$ cat src/rtl/ahb_nametable_dma_master.sv
// AHB-Lite single-beat copy engine: flash window -> nameTable RAM.
// Reads one word, writes it, repeats for word_cnt words.
module ahb_nametable_dma_master #(
  parameter int         CNT_WIDTH = 11,
  parameter logic [3:0] HPROT_VAL = 4'b0011
) (
  input  logic                 HCLK,
  input  logic                 HRESETn,
  input  logic                 start,
  input  logic [31:0]          src_addr,
  input  logic [31:0]          dst_addr,
  input  logic [CNT_WIDTH-1:0] word_cnt,
  output logic                 busy,
  output logic                 done,
  output logic                 error,
  output logic [31:0]          HADDR,
  output logic [1:0]           HTRANS,
  output logic [2:0]           HSIZE,
  output logic [2:0]           HBURST,
  output logic [3:0]           HPROT,
  output logic                 HWRITE,
  output logic [31:0]          HWDATA,
  input  logic [31:0]          HRDATA,
  input  logic                 HREADY,
  input  logic [1:0]           HRESP
);

  localparam logic [2:0] S_IDLE    = 3'd0;
  localparam logic [2:0] S_RD_ADDR = 3'd1;
  localparam logic [2:0] S_RD_DATA = 3'd2;
  localparam logic [2:0] S_WR_ADDR = 3'd3;
  localparam logic [2:0] S_WR_DATA = 3'd4;
  localparam logic [2:0] S_FINISH  = 3'd5;

  localparam logic [1:0] TR_IDLE   = 2'b00;
  localparam logic [1:0] TR_NONSEQ = 2'b10;

  localparam logic [CNT_WIDTH-1:0] ONE = CNT_WIDTH'(1);
  localparam logic [CNT_WIDTH-1:0] ZERO = '0;

  logic [2:0]           state;
  logic [31:0]          src_ptr;
  logic [31:0]          dst_ptr;
  logic [CNT_WIDTH-1:0] remaining;
  logic [31:0]          data_reg;
  logic                 resp_err;
  logic                 unused_bits;

  assign HSIZE    = 3'b010;
  assign HBURST   = 3'b000;
  assign HPROT    = HPROT_VAL;
  assign HWDATA   = data_reg;
  assign resp_err = (HRESP == 2'b01);

  assign unused_bits = ^{src_addr[1:0], dst_addr[1:0]};

  always_ff @(posedge HCLK or negedge HRESETn) begin
    if (!HRESETn) begin
      state     <= S_IDLE;
      src_ptr   <= '0;
      dst_ptr   <= '0;
      remaining <= '0;
      data_reg  <= '0;
      busy      <= 1'b0;
      done      <= 1'b0;
      error     <= 1'b0;
      HADDR     <= '0;
      HTRANS    <= TR_IDLE;
      HWRITE    <= 1'b0;
    end else begin
      done <= 1'b0;
      case (state)
        S_IDLE: begin
          if (start) begin
            src_ptr   <= {src_addr[31:2], 2'b00};
            dst_ptr   <= {dst_addr[31:2], 2'b00};
            remaining <= word_cnt;
            error     <= 1'b0;
            busy      <= 1'b1;
            if (word_cnt == ZERO) begin
              state <= S_FINISH;
            end else begin
              state  <= S_RD_ADDR;
              HADDR  <= {src_addr[31:2], 2'b00};
              HTRANS <= TR_NONSEQ;
              HWRITE <= 1'b0;
            end
          end
        end
        S_RD_ADDR: begin
          if (HREADY) begin
            state  <= S_RD_DATA;
            HTRANS <= TR_IDLE;
          end
        end
        S_RD_DATA: begin
          if (HREADY) begin
            if (resp_err) begin
              error <= 1'b1;
              done  <= 1'b1;
              busy  <= 1'b0;
              state <= S_FINISH;
            end else begin
              data_reg <= HRDATA;
              state    <= S_WR_ADDR;
              HADDR    <= dst_ptr;
              HTRANS   <= TR_NONSEQ;
              HWRITE   <= 1'b1;
            end
          end
        end
        S_WR_ADDR: begin
          if (HREADY) begin
            state  <= S_WR_DATA;
            HTRANS <= TR_IDLE;
          end
        end
        S_WR_DATA: begin
          if (HREADY) begin
            HWRITE <= 1'b0;
            if (resp_err) begin
              error <= 1'b1;
              done  <= 1'b1;
              busy  <= 1'b0;
              state <= S_FINISH;
            end else begin
              src_ptr   <= src_ptr + 32'd4;
              dst_ptr   <= dst_ptr + 32'd4;
              remaining <= remaining - ONE;
              if (remaining == ONE) begin
                done  <= 1'b1;
                busy  <= 1'b0;
                state <= S_FINISH;
              end else begin
                state  <= S_RD_ADDR;
                HADDR  <= src_ptr + 32'd4;
                HTRANS <= TR_NONSEQ;
              end
            end
          end
        end
        S_FINISH: begin
          // Zero-length copies arrive here still busy; pulse done now.
          done  <= busy;
          busy  <= 1'b0;
          state <= S_IDLE;
        end
        default: state <= S_IDLE;
      endcase
    end
  end

endmodule

$ cat config.mk
export PLATFORM = sky130hd
export DESIGN_NAME = ahb_nametable_dma_master
export DESIGN_NICKNAME = d
export VERILOG_FILES = /design/src/rtl/ahb_nametable_dma_master.sv
export SDC_FILE = /design/constraint.sdc
export NUM_CORES = 1
export LEC_CHECK = 0
export ABC_AREA = 0
export BUFFER_PORTS_ARGS = -buffer_cell sky130_fd_sc_hd__buf_2
export CORE_AREA = 2 2 179 111
export DETAILED_ROUTE_END_ITERATION = 10
export DIE_AREA = 0 0 181 113
export HOLD_SLACK_MARGIN = 0.12
export PLACE_DENSITY_LB_ADDON = 0.25
export SYNTH_ARGS = -nofsm -noshare
export SYNTH_HDL_FRONTEND = slang
export SYNTH_SLANG_ARGS = --single-unit
$ cat constraint.sdc
create_clock -name HCLK -period 4.1 [get_ports HCLK]
set_input_delay 0.205 -clock HCLK [delete_from_list [all_inputs] [get_ports HCLK]]
set_output_delay 0.205 -clock HCLK [all_outputs]
set_load 0.1 [all_outputs]
Word-level counts from Yosys, hierarchy flattened
Cells that the tools add are included.
{"block": "totals", "register_bits": 148, "inputBits": 113, "out_inout_bits": 80, "word_cells": 115}
{"block": "op_classes", "addsub": 3, "eq_ne": 21, "mux": 62, "bitwise_logic": 1, "reduce_logical": 17}
{"op": "2-to-1 mux 32 bit", "count": 13}
{"op": "one-hot mux 32 bit (2 select lines)", "count": 2}
{"op": "one-hot mux 32 bit (3 select lines)", "count": 1}
{"op": "adder 32 x 3 -> 32 bit (second input constant)", "count": 2}
{"op": "2-to-1 mux 11 bit", "count": 3}
{"op": "2-to-1 mux 3 bit", "count": 9}
{"op": "one-hot mux 11 bit (2 select lines)", "count": 1}
{"op": "!= test 2 bit (second input constant)", "count": 10}
{"op": "2-to-1 mux 1 bit", "count": 19}
{"op": "2-to-1 mux 2 bit", "count": 8}
{"op": "one-hot mux 3 bit (5 select lines)", "count": 1}
{"op": "AND reduction 6 bit", "count": 2}
{"op": "equality test 11 x 1 -> 1 bit (second input constant)", "count": 1}
{"op": "logical NOT 11 bit", "count": 1}
{"op": "subtractor 11 x 1 -> 11 bit (second input constant)", "count": 1}
{"op": "AND reduction 9 bit", "count": 1}
{"op": "one-hot mux 2 bit (4 select lines)", "count": 1}
{"op": "AND reduction 4 bit", "count": 2}
{"op": "AND reduction 8 bit", "count": 1}
{"op": "nonzero test 4 bit", "count": 2}
{"op": "equality test 3 x 2 -> 1 bit (second input constant)", "count": 2}
{"op": "equality test 3 bit (second input constant)", "count": 2}
{"op": "!= test 2 x 1 -> 1 bit (second input constant)", "count": 3}
{"op": "one-hot mux 1 bit (3 select lines)", "count": 2}
{"op": "12 further kinds", "count": 14}

Logic depth before layout (Yosys ltp)
{"block": "logic_depth", "depth_word": 5, "mapped_depth": 10, "ltp_nobuf": 6}

Worst setup path after synthesis
No wires, ideal clock.
{"block": "synth_timing", "path_type": "register -> register", "start": "register remaining[0]", "end": "register HADDR[10]", "setup_ps": 128, "arrival_ps": 2027, "t_required_ps": 3972, "path_slack_ps": 1945, "path_stages_with_launch": 8, "n_path_buf": 2, "synth_period_minus_slack_ps": 2155, "path_cell_list": "dfrtp_1 -> ha_1 -> and3_1 -> a311oi_2 -> and2_0 -> buf_2 -> buf_6 -> mux2_1"}
{"block": "synth_between", "elab_chain_len": 3}
{"item": "start: declaration", "line_no": "44", "source": "logic [CNT_WIDTH-1:0] remaining;"}
{"item": "start signal: assignment", "line_no": "77", "source": "remaining <= word_cnt;"}
{"item": "start signal: assignment", "line_no": "129", "source": "remaining <= remaining - ONE;"}
{"item": "equality test 11 x 1 -> 1 bit", "line_no": "130", "source": "if (remaining == ONE) begin"}
{"item": "!= test 2 bit (no source line)"}
{"item": "AND reduction 8 bit (no source line)"}
{"item": "end signal: assignment", "line_no": "84", "source": "HADDR <= {src_addr[31:2], 2'b00};"}
{"item": "end signal: assignment", "line_no": "106", "source": "HADDR <= dst_ptr;"}
{"item": "end signal: assignment", "line_no": "136", "source": "HADDR <= src_ptr + 32'd4;"}
{"item": "end: declaration", "line_no": "16", "source": "output logic [31:0] HADDR,"}
No other way between the ends.
A chain may end at the register's enable or synchronous reset.

Final worst setup path
{"block": "layout_timing", "start": "register state[1]", "end": "register HADDR[8]"}
{"block": "layout_between", "elab_chain_len": 3, "elab_cells_between_ends": 13, "cone_classes": "eq/ne (9); mux (1); reduce/logical (3)"}
{"item": "start: declaration", "line_no": "41", "source": "logic [2:0] state;"}
{"item": "start signal: assignment", "line_no": "59", "source": "state <= S_IDLE;"}
{"item": "start signal: assignment", "line_no": "81", "source": "state <= S_FINISH;"}
{"item": "start signal: assignment", "line_no": "83", "source": "state <= S_RD_ADDR;"}
{"item": "equality test 3 bit (tied with other cells)", "line_no": "72", "source": "case (state)"}
{"item": "!= test 2 bit (no source line) or nonzero test 3 bit (tied branches)"}
{"item": "AND reduction 8 bit (no source line)"}
Parallel ways exist; a longest one is shown, timed or not.

==> results.cfg <==
[status]
status = completed

[power_and_ir_drop]
p_total_uw = 10500
p_per_area_nw_per_um2 = 983
vdd_drop_max_mv = 0.427
leakagePower_uw = 0.00452

[yosys]
synth_area_um2 = 8320
ys_seq_elements = 142
avgSynthCellArea_um2 = 9.06
synth-async-reset-ratio = 1.00
ys_types = 74
synth_enable_flop_cells = 0
synthCells = 919
synth_top_area_share = 0.427
synth_ff_type = dfrtp_1
synth_area_leaders = dfrtp_1, mux2_2, a21oi_1
ys_seq_area_frac = 0.427
ys_warn_count = 0
synth_top_cell_by_area = dfrtp_1

[finish]
final_area_um2 = 10700
fin_util = 0.569
drive_gt1_frac = 0.252
nFillCells = 1677
syn_to_final_growth_pct = 28.0
final_net_count = 1242

[clock_tree]
cts.clk_slew.worst_paths_ns = 0.06
cts_resized = 0
cts_root_buf = clkbuf_16
postCtsSetupRepairBufs = 0
htreeDepth = 4
cts_sinks = 142
cts_tree = yes
clock_path_buffers = 2
clkLatencyLatePin_ns = 0.42
cts_inserted_buffers = 17

[timing]
tightest_slew_ns = 0.943
drv_slew = 0
setup_violations = 0
final.min_clock_period_ns = 3.10
skew_ns = 0.0110
clock.fmax_ghz = 0.322
slew_headroom = 0.365
rsz0062_at_grt = no
period_share = 0.757
fin_setup_tns_ns = 0
hold_viol = 0

[global_route]
antenna_found_initial = 1
grt_max_degree = 110
grt_pass1_vias = 7633
grt_pass1_wl_mm = 43.1
grtUsageTotal = 0.271
grt.overflow.total = 0

[floorplanning]
ios = 193
start_util = 0.444
die_h_um = 113
core_um2 = 18700
die_width_um = 181
rows = 39
die_area_um2 = 20500

[drt]
drtIter0Drc = 1057
routedWlPerCell_um = 19.8
drc = 0
vias = 8279
drt_wl_total_mm = 27.4
firstDrtPassIters = 6
vias_per_cell = 5.98
antenna_left = 0

[place]
port_buffers = 177
gp_congestion = 0.876
hpwl_mm = 18.7
placedInstanceArea_um2 = 9350

[setup_path]
cp.arrival_ns = 3.42
cp-endpoint = HADDR[8]$_DFFE_PN0P_
critPathRequiredTime_ns = 4.41
reg2reg_to = HADDR[8]$_DFFE_PN0P_
startpoint_type = flip-flop
ff2ff_setup_slack_ns = 1.0
cp_max_fo = 20
worstSetupStartpoint = state[1]$_DFFE_PN0P_
ff2ff_path_depth = 8
path_class = reg2reg
reg2reg_from = state[1]$_DFFE_PN0P_
worst_setup_path_end_kind = flip-flop

[worst_hold_path]
hold_path_class = in2reg

[job]
maxCapViolations = 0
[timing repair]
item,4_1_cts,5_1_grt
endpoints found under the setup margin,0,0
hold endpoints to repair,149,0
hold buffers,67,0
[cells by family (layout without fill, tap and decap cells)]
family / after synthesis / in the layout / share of synthesized area
other cells: 2 / 12 / 0.000902
mux: 50 / 50 / 0.0673
flops: 142 / 142 / 0.427
buf+inv: 102 / 311 / 0.0547
fa+ha+maj: 4 / 4 / 0.00601
xor+xnor: 14 / 14 / 0.0147
compound gates: 322 / 322 / 0.250
simple gates: 283 / 283 / 0.179
[registers in the layout (all words and copies together), names as in the netlist, 3 cells and up]
register and flops:
HADDR 31, HWDATA 32, dst_ptr 30, state 3
remaining 11, src_ptr 30
[layout make-up]
type	instances	area [um2]	area share
clock buffers	21	470	0.0441
inverters	15	56.3	0.00528
repair buffers	265	1750	0.164
clock inverters	10	161	0.0151
flip-flops and latches	142	3550	0.333
well taps	246	308	0.0289
multi-input cells	684	4360	0.409
diodes	1	2.50	0.000235
[critical path, cell delays in order, from the launching register on]
cell	delay, ns
dfrtp_1	0.74
nor2_1	0.10
buf_4	0.19
and4_1	0.27
a311oi_2	0.27
buf_4	0.32
and2_1	0.45
buf_4	0.29
mux2_2	0.35
[worst min-delay path by stage]
stage                 startpoint                 endpoint  slack (ns)  cells past startpoint
finish              dst_addr[14]  dst_ptr[14]$_DFFE_PN0P_        0.13                      3
global route        dst_addr[14]  dst_ptr[14]$_DFFE_PN0P_        0.13                      3
CTS                 dst_addr[14]  dst_ptr[14]$_DFFE_PN0P_        0.12                      3
detailed placement       HRESETn    HTRANS[1]$_DFFE_PN0P_        0.33                      1
global placement         HRESETn    HTRANS[1]$_DFFE_PN0P_        0.33                      1
floorplan                HRESETn    HADDR[10]$_DFFE_PN0P_       -0.09                      0
[cell usage in the layout (no fill, tap or decap), types with 29 or more instances in the layout]
cell type      netlist  final
dfrtp_1            142    142
buf_2               13    176
dlygate4sd3_1        0     67
mux2_2              39     39
a31oi_1             29     29
nand3_1             38     38
o21ai_0             66     66
a21oi_1             87     87
nand2_1             62     61
nor2_1              67     67
[metal layers]
metal,part of all wire,routed length [um],vias to the layer above,GRT usage
met5,0,0,-,0
met1,0.47,12900,4008,0.413
met2,0.41,11300,411,0.376
li1,-,-,3835,-
met3,0.11,2900,25,0.0866
met4,0.010,282,0,0.0482
[power by group]
part | internal (uW) | leakage, uW | switching [uW]
clock network | 1060 | 0.000301 | 626
logic | 1510 | 0.00256 | 4290
registers | 2100 | 0.00166 | 886
total | 4680 | 0.00452 | 5800
[Yosys cell counts, types with 5 or more instances]
cell type and instances:
a32oi_1 6, a22o_1 7, and2_1 5, buf_1 7, nand2b_1 6, nand2_1 62, o22ai_1 15, xnor2_1 12
mux2_1 9, or3_1 5, a2bb2oi_1 10, and4_1 5, buf_4 13, dfrtp_1 142, o31ai_1 6, or4_1 5
nand4_1 12, o21ai_0 66, a211oi_1 5, nor3b_1 5, a22oi_1 21, a21o_1 6, o2bb2ai_1 7, nor2_1 67
nor4_1 17, buf_2 13, nand3_1 38, a21oi_1 87, o22a_1 14, clkbuf_1 53, o21a_1 7, mux2_2 39
nor3_1 19, a31oi_1 29, inv_1 15, and3_1 14
[per-stage QoR]
stage	cells	setup WS [ns]	hold WS (ns)
final	1384	0.997	0.129
after global routing	1384	0.874	0.127
after CTS	1383	1.05	0.120
after detailed placement	1285	1.07	0.327
after global placement	1285	1.12	0.329
after floorplan	928	1.95	-0.0906
No activity file was read; power rests on OpenSTA's default activity.
